### src/rtl/dmem_arbiter.sv
// dmem_arbiter: shares one data memory port between the core load/store path and the loader.
// One access is in flight at a time, and read data returns after MEM_LAT cycles.
module dmem_arbiter #(
   parameter int ADDR_W    = 32,
   parameter int DATA_W    = 32,
   parameter int MEM_LAT   = 1,
   parameter int CORE_PRIO = 0
) (
   input  logic              clk,
   input  logic              rst,
   input  logic              core_req,
   input  logic              core_we,
   input  logic [ADDR_W-1:0] core_addr,
   input  logic [DATA_W-1:0] core_wdata,
   output logic              core_gnt,
   output logic              core_rvalid,
   output logic [DATA_W-1:0] core_rdata,
   output logic              core_stall,
   input  logic              ldr_req,
   input  logic              ldr_we,
   input  logic [ADDR_W-1:0] ldr_addr,
   input  logic [DATA_W-1:0] ldr_wdata,
   output logic              ldr_gnt,
   output logic              ldr_rvalid,
   output logic [DATA_W-1:0] ldr_rdata,
   output logic              mem_read,
   output logic              mem_write,
   output logic [ADDR_W-1:0] mem_addr,
   output logic [DATA_W-1:0] mem_wdata,
   input  logic [DATA_W-1:0] mem_rdata
);
   localparam int CW = MEM_LAT > 1 ? $clog2(MEM_LAT) : 1;
   typedef enum logic [1:0] {IDLE, ACCESS, WAIT, RESP} state_t;
   state_t            state_q, state_d;
   logic [CW-1:0]     cnt_q, cnt_d;
   logic              owner_q, owner_d, last_q, last_d, we_q, we_d, sel_ldr;
   logic [ADDR_W-1:0] addr_q, addr_d;
   logic [DATA_W-1:0] wdata_q, wdata_d;
   // owner/last encoding: 0 = core, 1 = loader
   assign sel_ldr = ldr_req & (~core_req | (CORE_PRIO == 0 && !last_q));
   always_ff @(posedge clk) begin
      if (rst) begin
         state_q <= IDLE;
         cnt_q   <= '0;
         owner_q <= 1'b0;
         last_q  <= 1'b1;
         we_q    <= 1'b0;
         addr_q  <= '0;
         wdata_q <= '0;
      end else begin
         state_q <= state_d;
         cnt_q   <= cnt_d;
         owner_q <= owner_d;
         last_q  <= last_d;
         we_q    <= we_d;
         addr_q  <= addr_d;
         wdata_q <= wdata_d;
      end
   end
   always_comb begin
      state_d = state_q;
      cnt_d   = cnt_q;
      owner_d = owner_q;
      last_d  = last_q;
      we_d    = we_q;
      addr_d  = addr_q;
      wdata_d = wdata_q;
      case (state_q)
         IDLE: if (core_req | ldr_req) begin
            state_d = ACCESS;
            owner_d = sel_ldr;
            last_d  = sel_ldr;
            we_d    = sel_ldr ? ldr_we : core_we;
            addr_d  = sel_ldr ? ldr_addr : core_addr;
            wdata_d = sel_ldr ? ldr_wdata : core_wdata;
         end
         ACCESS: begin
            state_d = we_q ? IDLE : (MEM_LAT == 1 ? RESP : WAIT);
            cnt_d   = CW'(MEM_LAT - 1);
         end
         // leave WAIT on the edge where the count would reach zero
         WAIT: begin
            cnt_d   = cnt_q - 1'b1;
            state_d = cnt_q <= CW'(1) ? RESP : WAIT;
         end
         default: state_d = IDLE;
      endcase
   end
   always_comb begin
      mem_read    = state_q == ACCESS && !we_q;
      mem_write   = state_q == ACCESS && we_q;
      mem_addr    = addr_q;
      mem_wdata   = wdata_q;
      core_gnt    = state_q == ACCESS && !owner_q;
      ldr_gnt     = state_q == ACCESS && owner_q;
      core_rvalid = state_q == RESP && !owner_q;
      ldr_rvalid  = state_q == RESP && owner_q;
      core_rdata  = core_rvalid ? mem_rdata : '0;
      ldr_rdata   = ldr_rvalid ? mem_rdata : '0;
      core_stall  = core_req & ~(core_we ? core_gnt : core_rvalid);
   end
endmodule

### config.mk
export PLATFORM = sky130hd
export DESIGN_NAME = dmem_arbiter
export DESIGN_NICKNAME = d
export VERILOG_FILES = /design/src/rtl/dmem_arbiter.sv
export SDC_FILE = /design/constraint.sdc
export NUM_CORES = 1
export LEC_CHECK = 0
export CAP_MARGIN = 20
export CORE_AREA = 2 2 116 118
export CTS_CLUSTER_DIAMETER = 50
export DETAILED_ROUTE_END_ITERATION = 8
export DIE_AREA = 0 0 118 120
export PLACE_DENSITY = 0.77
export REMOVE_ABC_BUFFERS = 1
export SLEW_MARGIN = 0
export SYNTH_ARGS = -nofsm -noshare
export SYNTH_HDL_FRONTEND = slang
export SYNTH_SLANG_ARGS = --single-unit
### constraint.sdc
create_clock -name clk -period 1.5 [get_ports clk]
set_input_delay 0.45 -clock clk [delete_from_list [all_inputs] [get_ports clk]]
set_output_delay 0.45 -clock clk [all_outputs]
set_load 0.05 [all_outputs]
==> results.ini <==
[run_status]
outcome = finished with violations
violations = setup timing

[placed_design]
dp.cells = 923
portBuffers = 300
hpwl_um = 13100
gp_congestion = 0.794
placed_area_mm2 = 0.00857

[timing]
relSlewSlack_pct = 67.9
rsz0062_at_grt = yes
skew_ns = 0.00945
finalSetupViolCount = 138
fin_crit_ns = 1.94
timing.final.crit_share_pct = 129
report.final.hold_viol_count = 0
worstMarginPinSlew_ns = 0.482
setup_ws_ns = -0.442
slew_viol_final = 0
clock.fmax_mhz = 515

[logic_synthesis]
yosysMostFrequentCell = nand2_1
ys.warnings.count = 0
netlist_instances = 472
yosys.area.top_type = dfxtp_1
synth_top_area_share_pct = 35.1
synth-edff-count = 0
synthDistinctLibCells = 25
synth_common_cells = nand2_1 (134), dfxtp_1 (69), a21oi_1 (68)
syn_area_per_cell_um2 = 8.33
synthArstFlopShare_pct = 0
synth_ff_type = dfxtp_1
syn-cell-area_mm2 = 0.00393
synth_area_leaders = dfxtp_1 (35%), a311oi_2 (19%), nand2_1 (13%)
yosys_register_bits = 69
yosysSeqAreaShare_pct = 35.1

[global_route]
grt_pass1_vias = 5306
grt_max_degree = 42
grt.total_usage_pct = 26.7
grt.overflow.total = 0
grt_first_pass_wirelength_um = 29200
antenna_found_initial = 2

[power]
p_per_area_mw_per_mm2 = 950
ir_worst_vdd_mv = 0.645
total_power_w = 0.00948
p_leak_nw = 3.92

[floorplanning]
start_util_pct = 30.3
rows = 42
die_area_mm2 = 0.0142
design.core.area_mm2 = 0.0130
die_y_um = 120
die_w_um = 118
io_pins = 301

[flow_run]
maxCapViolations = 0

[cells_and_area]
fin_cells = 974
syn2layout_area_growth_pct = 154
post-route-util_pct = 76.9
nFillCells = 773
post-route-cell-area_mm2 = 0.00998
drive_gt1_share_pct = 47.0
fin_nets = 959

[route]
antenna_left = 0
drc = 0
drt_wl_total_um = 22200
first_pass_iters = 5
drt_iter0_markers = 285
vias = 5209
wire_per_inst_um = 22.8
viasPerCell = 5.35

[cts]
clock_tree.root_cell = clkbuf_16
clkTransAtPathRegs_ns = 0.06
clockBufferDepth = 2
numCtsBuffers = 9
ctsHtreeMaxLevel = 3
clk-insertion-delay-late_ns = 0.33
cts_sinks = 69
cts_tree = done
cts_hold_buf = 0

[setup_path]
crit_required_ns = 1.05
worstSetupStartpointType = flip-flop
crit_fanout = 8
cp-end-kind = primary output
path_class = reg2out
critPathArrivalTime_ns = 1.49

[min_path]
hp-class = reg2reg

[stage by stage]
stage	hold slack [ns]	TNS (ns)	setup slack (ns)
6_report	0.544	-31.36	-0.442
5_1_grt	0.574	-36.97	-0.490
4_1_cts	0.528	-23.16	-0.362
3_5_place_dp	0.524	-44.19	-0.560
3_3_place_gp	0.507	-39.39	-0.443
2_1_floorplan	0.493	-149.48	-1.31
[flip-flops by register name, indices dropped and copies added (netlist names)]
register / count
mem_wdata: 32
last_q: 1
state_q: 2
mem_addr: 32
owner_q: 1
we_q: 1
[power breakdown]
part | switching (W) | total (W) | internal (W)
logic | 0.00249 | 0.00516 | 0.00267
registers | 0.000332 | 0.00245 | 0.00211
clock network | 0.000779 | 0.00187 | 0.00109
total | 0.00360 | 0.00948 | 0.00588
[per-layer routing]
layer / vias to the layer above / part of all wire [%] / global-route usage [%]
met4: 0 / 4.1 / 15.1
met1: 2494 / 35 / 26.7
met2: 325 / 53 / 48.5
li1: 2318 / - / -
met5: - / 0 / 0
met3: 72 / 8.4 / 8.89
[kinds of logic after synthesis]
group	synth area share, %
flip-flops	35.1
XOR/XNOR	0.223
AND/OR/NAND/NOR	25.0
AO/OA/AOI/OAI	32.5
buffers and inverters	7.16
[placed cells by master, fill, tap and decap left out, types with 2 or more instances in the layout]
master / netlist / final
nand2_2: 0 / 8
a21oi_1: 68 / 49
clkbuf_1: 25 / 2
buf_16: 0 / 11
a311oi_2: 50 / 55
nand2b_4: 0 / 2
nand2_1: 134 / 126
and2_4: 1 / 66
a311oi_1: 15 / 10
buf_4: 3 / 9
nor2_4: 1 / 3
dfxtp_1: 69 / 66
a21oi_2: 0 / 19
buf_6: 7 / 10
diode_2: 0 / 2
dfxtp_2: 0 / 2
clkinv_2: 0 / 3
buf_12: 0 / 149
clkdlybuf4s50_1: 0 / 161
buf_8: 0 / 5
clkbuf_16: 0 / 22
[critical path, cell delays in order, from the launching register on]
cell,delay [ns]
dfxtp_4,0.39
and3_4,0.29
clkbuf_16,0.18
and2_4,0.16
buf_12,0.13
[final cells by class]
class | instances | area [µm²] | share of cell area (%)
multi-input cells | 350 | 2610 | 26.2
diodes | 2 | 5.00 | 0.0502
repair buffers | 361 | 5500 | 55.1
flip-flops and latches | 69 | 1390 | 13.9
clock buffers | 11 | 233 | 2.33
well taps | 176 | 220 | 2.21
inverters | 2 | 7.51 | 0.0753
clock inverters | 3 | 15.0 | 0.151
[path summary, 6_finish.rpt]
check	from	slack, ns	end	depth (start not counted)
worst max-delay path	owner_q$_SDFFE_PP0P_	-0.44	ldr_rdata[8]	4
worst max register to register	state_q[1]$_SDFFE_PP0P_	-0.13	last_q$_SDFFE_PP1P_	7
worst min register to register	mem_addr[0]$_SDFFE_PP0P_	0.54	mem_addr[0]$_SDFFE_PP0P_	2
worst min-delay path	mem_addr[0]$_SDFFE_PP0P_	0.54	mem_addr[0]$_SDFFE_PP0P_	2
[what timing repair did]
action	in CTS	in global routing
gates cloned	9	15
setup endpoints to repair	138	133
buffers inserted	10	2
gates resized for setup	82	71
pin swaps	22	83
(Power assumes the default switching activity.)
==> RTL edit: new RTL, same flow settings <==
The 4 states of `state_t` get a one-hot encoding in 4 bits.
--- a/src/rtl/dmem_arbiter.sv
+++ b/src/rtl/dmem_arbiter.sv
@@ -30,7 +30,7 @@
    input  logic [DATA_W-1:0] mem_rdata
 );
    localparam int CW = MEM_LAT > 1 ? $clog2(MEM_LAT) : 1;
-   typedef enum logic [1:0] {IDLE, ACCESS, WAIT, RESP} state_t;
+   typedef enum logic [3:0] {IDLE = 4'b0001, ACCESS = 4'b0010, WAIT = 4'b0100, RESP = 4'b1000} state_t;
    state_t            state_q, state_d;
    logic [CW-1:0]     cnt_q, cnt_d;
    logic              owner_q, owner_d, last_q, last_d, we_q, we_d, sel_ldr;
Function: no difference found for any inputs over 4 cycles, from zero or initial values and one cycle with rst high; so few cycles prove little.
==> RTL edit against the unedited design <==
The run still ends with setup timing left. Routed wire length grew 4.4%. Cell count shrank 5.6%. Sequential cell count grew 1. Combinational power shrank 7.2%. Cell area grew 3.0%. Clock power grew 12%. Area after synthesis shrank 10%. Core utilization grew 2.3 points. Total power shrank 1.7%. Clock skew is essentially flat. Critical path depth grew 2. Setup slack lost 270 ps. First-iteration DRC count shrank 7.7%.
==> RTL edit: results (changes against the unedited design) <==
- Via count: 5075 (-2.6%)
- Post-route clock skew: 9.23 ps (-0.221 ps)
- H-tree lvl count: 3 (unchanged)
- First-iteration detailed-routing DRC count: 263 (-7.7%)
- Status: finished with violations
- Non-Filler Instances: 919 (-5.6%)
- Register area share after synthesis: 0.396 (+0.0446)
- Initial antenna violation count: 1 (-1)
- Gr usage total: 0.280 (+0.0130)
- Worst Max-Slew Pin Slew: 646 ps (+164 ps)
- Layout cells sized above 1: 0.504 (+0.0342)
- Setup TNS: -54550 ps (-23200 ps)
- Largest net degree at the start of global routing: 46 (+9.5%)
- Crit path DAT: 1760 ps (+270 ps)
- Worst hold path type: flop to flop
- Placed insts: 857 (-7.2%)
- Nets@finish: 904 (-5.7%)
- Final worst slack: -714 ps (-272 ps)
- Placed Area: 0.00826 mm2 (-3.6%)
- Post-placement setup slack: -555 ps (+5.58 ps)
- Top post-synthesis cells by area: dfxtp_1 (40%), a221oi_1 (16%), o32ai_1 (16%)
- First-pass GRT wire length: 30.3 mm (+3.7%)
- Mean Syn Cell Area: 8.80 um2 (+5.7%)
- Maximum vdd drop: 0.000760 V (+18%)
- Wire per inst: 25.2 um (+11%)
- Leakage power: 0.00399 uW (+1.7%)
- Post-DP HPWL: 12.9 mm (-1.6%)
- Setup violations, final: 139 (+0.72%)
- Failing checks: setup timing
- Routability cong.: 0.851 (+7.2%)
- Top post-synthesis cells by count: dfxtp_1 (70), inv_1 (67), a221oi_1 (65)
- Vias in the first global route: 5129 (-3.3%)
-- RTL edit: critical path, cell delays in order (launching register included) --
cell and delay [ps]:
dfxtp_4 390, inv_4 50, nor4b_4 300, buf_6 210, clkbuf_16 170, and2_4 160
buf_12 130
-- RTL edit: area by class of cell --
class                      instances  area, um2
timing repair buffer             372       5580
fill                             696       2700
clock buffer                      11        233
inverter                          68        258
multi-input combinational        217       2530
antenna                            1       2.50
clock inverter                     4       48.8
sequential                        70       1410
tap                              176        220
-- RTL edit: logic make-up (layout without fill, tap and decap cells) --
| kind of cell | count (synthesis) | after routing | share of synthesized area |
|---|---|---|---|
| DFF | 70 | 70 | 0.396 |
| buffers and inverters | 116 | 455 | 0.128 |
| and+or+nand+nor | 80 | 80 | 0.141 |
| AOI/OAI and AO/OA | 136 | 137 | 0.335 |
| other | 0 | 1 | 0 |
-- RTL edit: worst paths after layout --
check / from / end / slack (ps) / depth (start not counted)
setup / recovery: owner_q / ldr_rdata[20] / -710 / 6
hold / removal: we_q / state_q[3] / 440 / 1
setup reg to reg: state_q[1] / mem_wdata[18] / -300 / 8
hold reg to reg: we_q / state_q[3] / 440 / 1
-- RTL edit: stage by stage --
stage,hold WS (ps),util
floorplan,398,-
detailed placement,416,0.637
global placement,406,0.637
global route,467,0.792
CTS,435,0.739
finish,441,0.792
-- RTL edit: per-layer routing --
metal | wire length, um | vias to the layer above | global-route usage
li1 | - | 2205 | -
met3 | 1860 | 63 | 0.0803
met5 | 0 | - | 0
met4 | 937 | 0 | 0.117
met1 | 8650 | 2487 | 0.306
met2 | 11700 | 320 | 0.505
-- RTL edit: what timing repair did --
action / 4_1_cts / 5_1_grt
endpoints found under the hold margin: 0 / 0
gates cloned: 15 / 16
setup buffers: 15 / 11
resized for setup: 135 / 101
pin swaps: 58 / 49
endpoints found under the setup margin: 138 / 140
-- RTL edit: report_power, final --
group	leakage, uW	switching [uW]	internal (uW)
logic	0.00326	2320	2470
clock network	0.000139	828	1280
registers	0.000583	299	2130
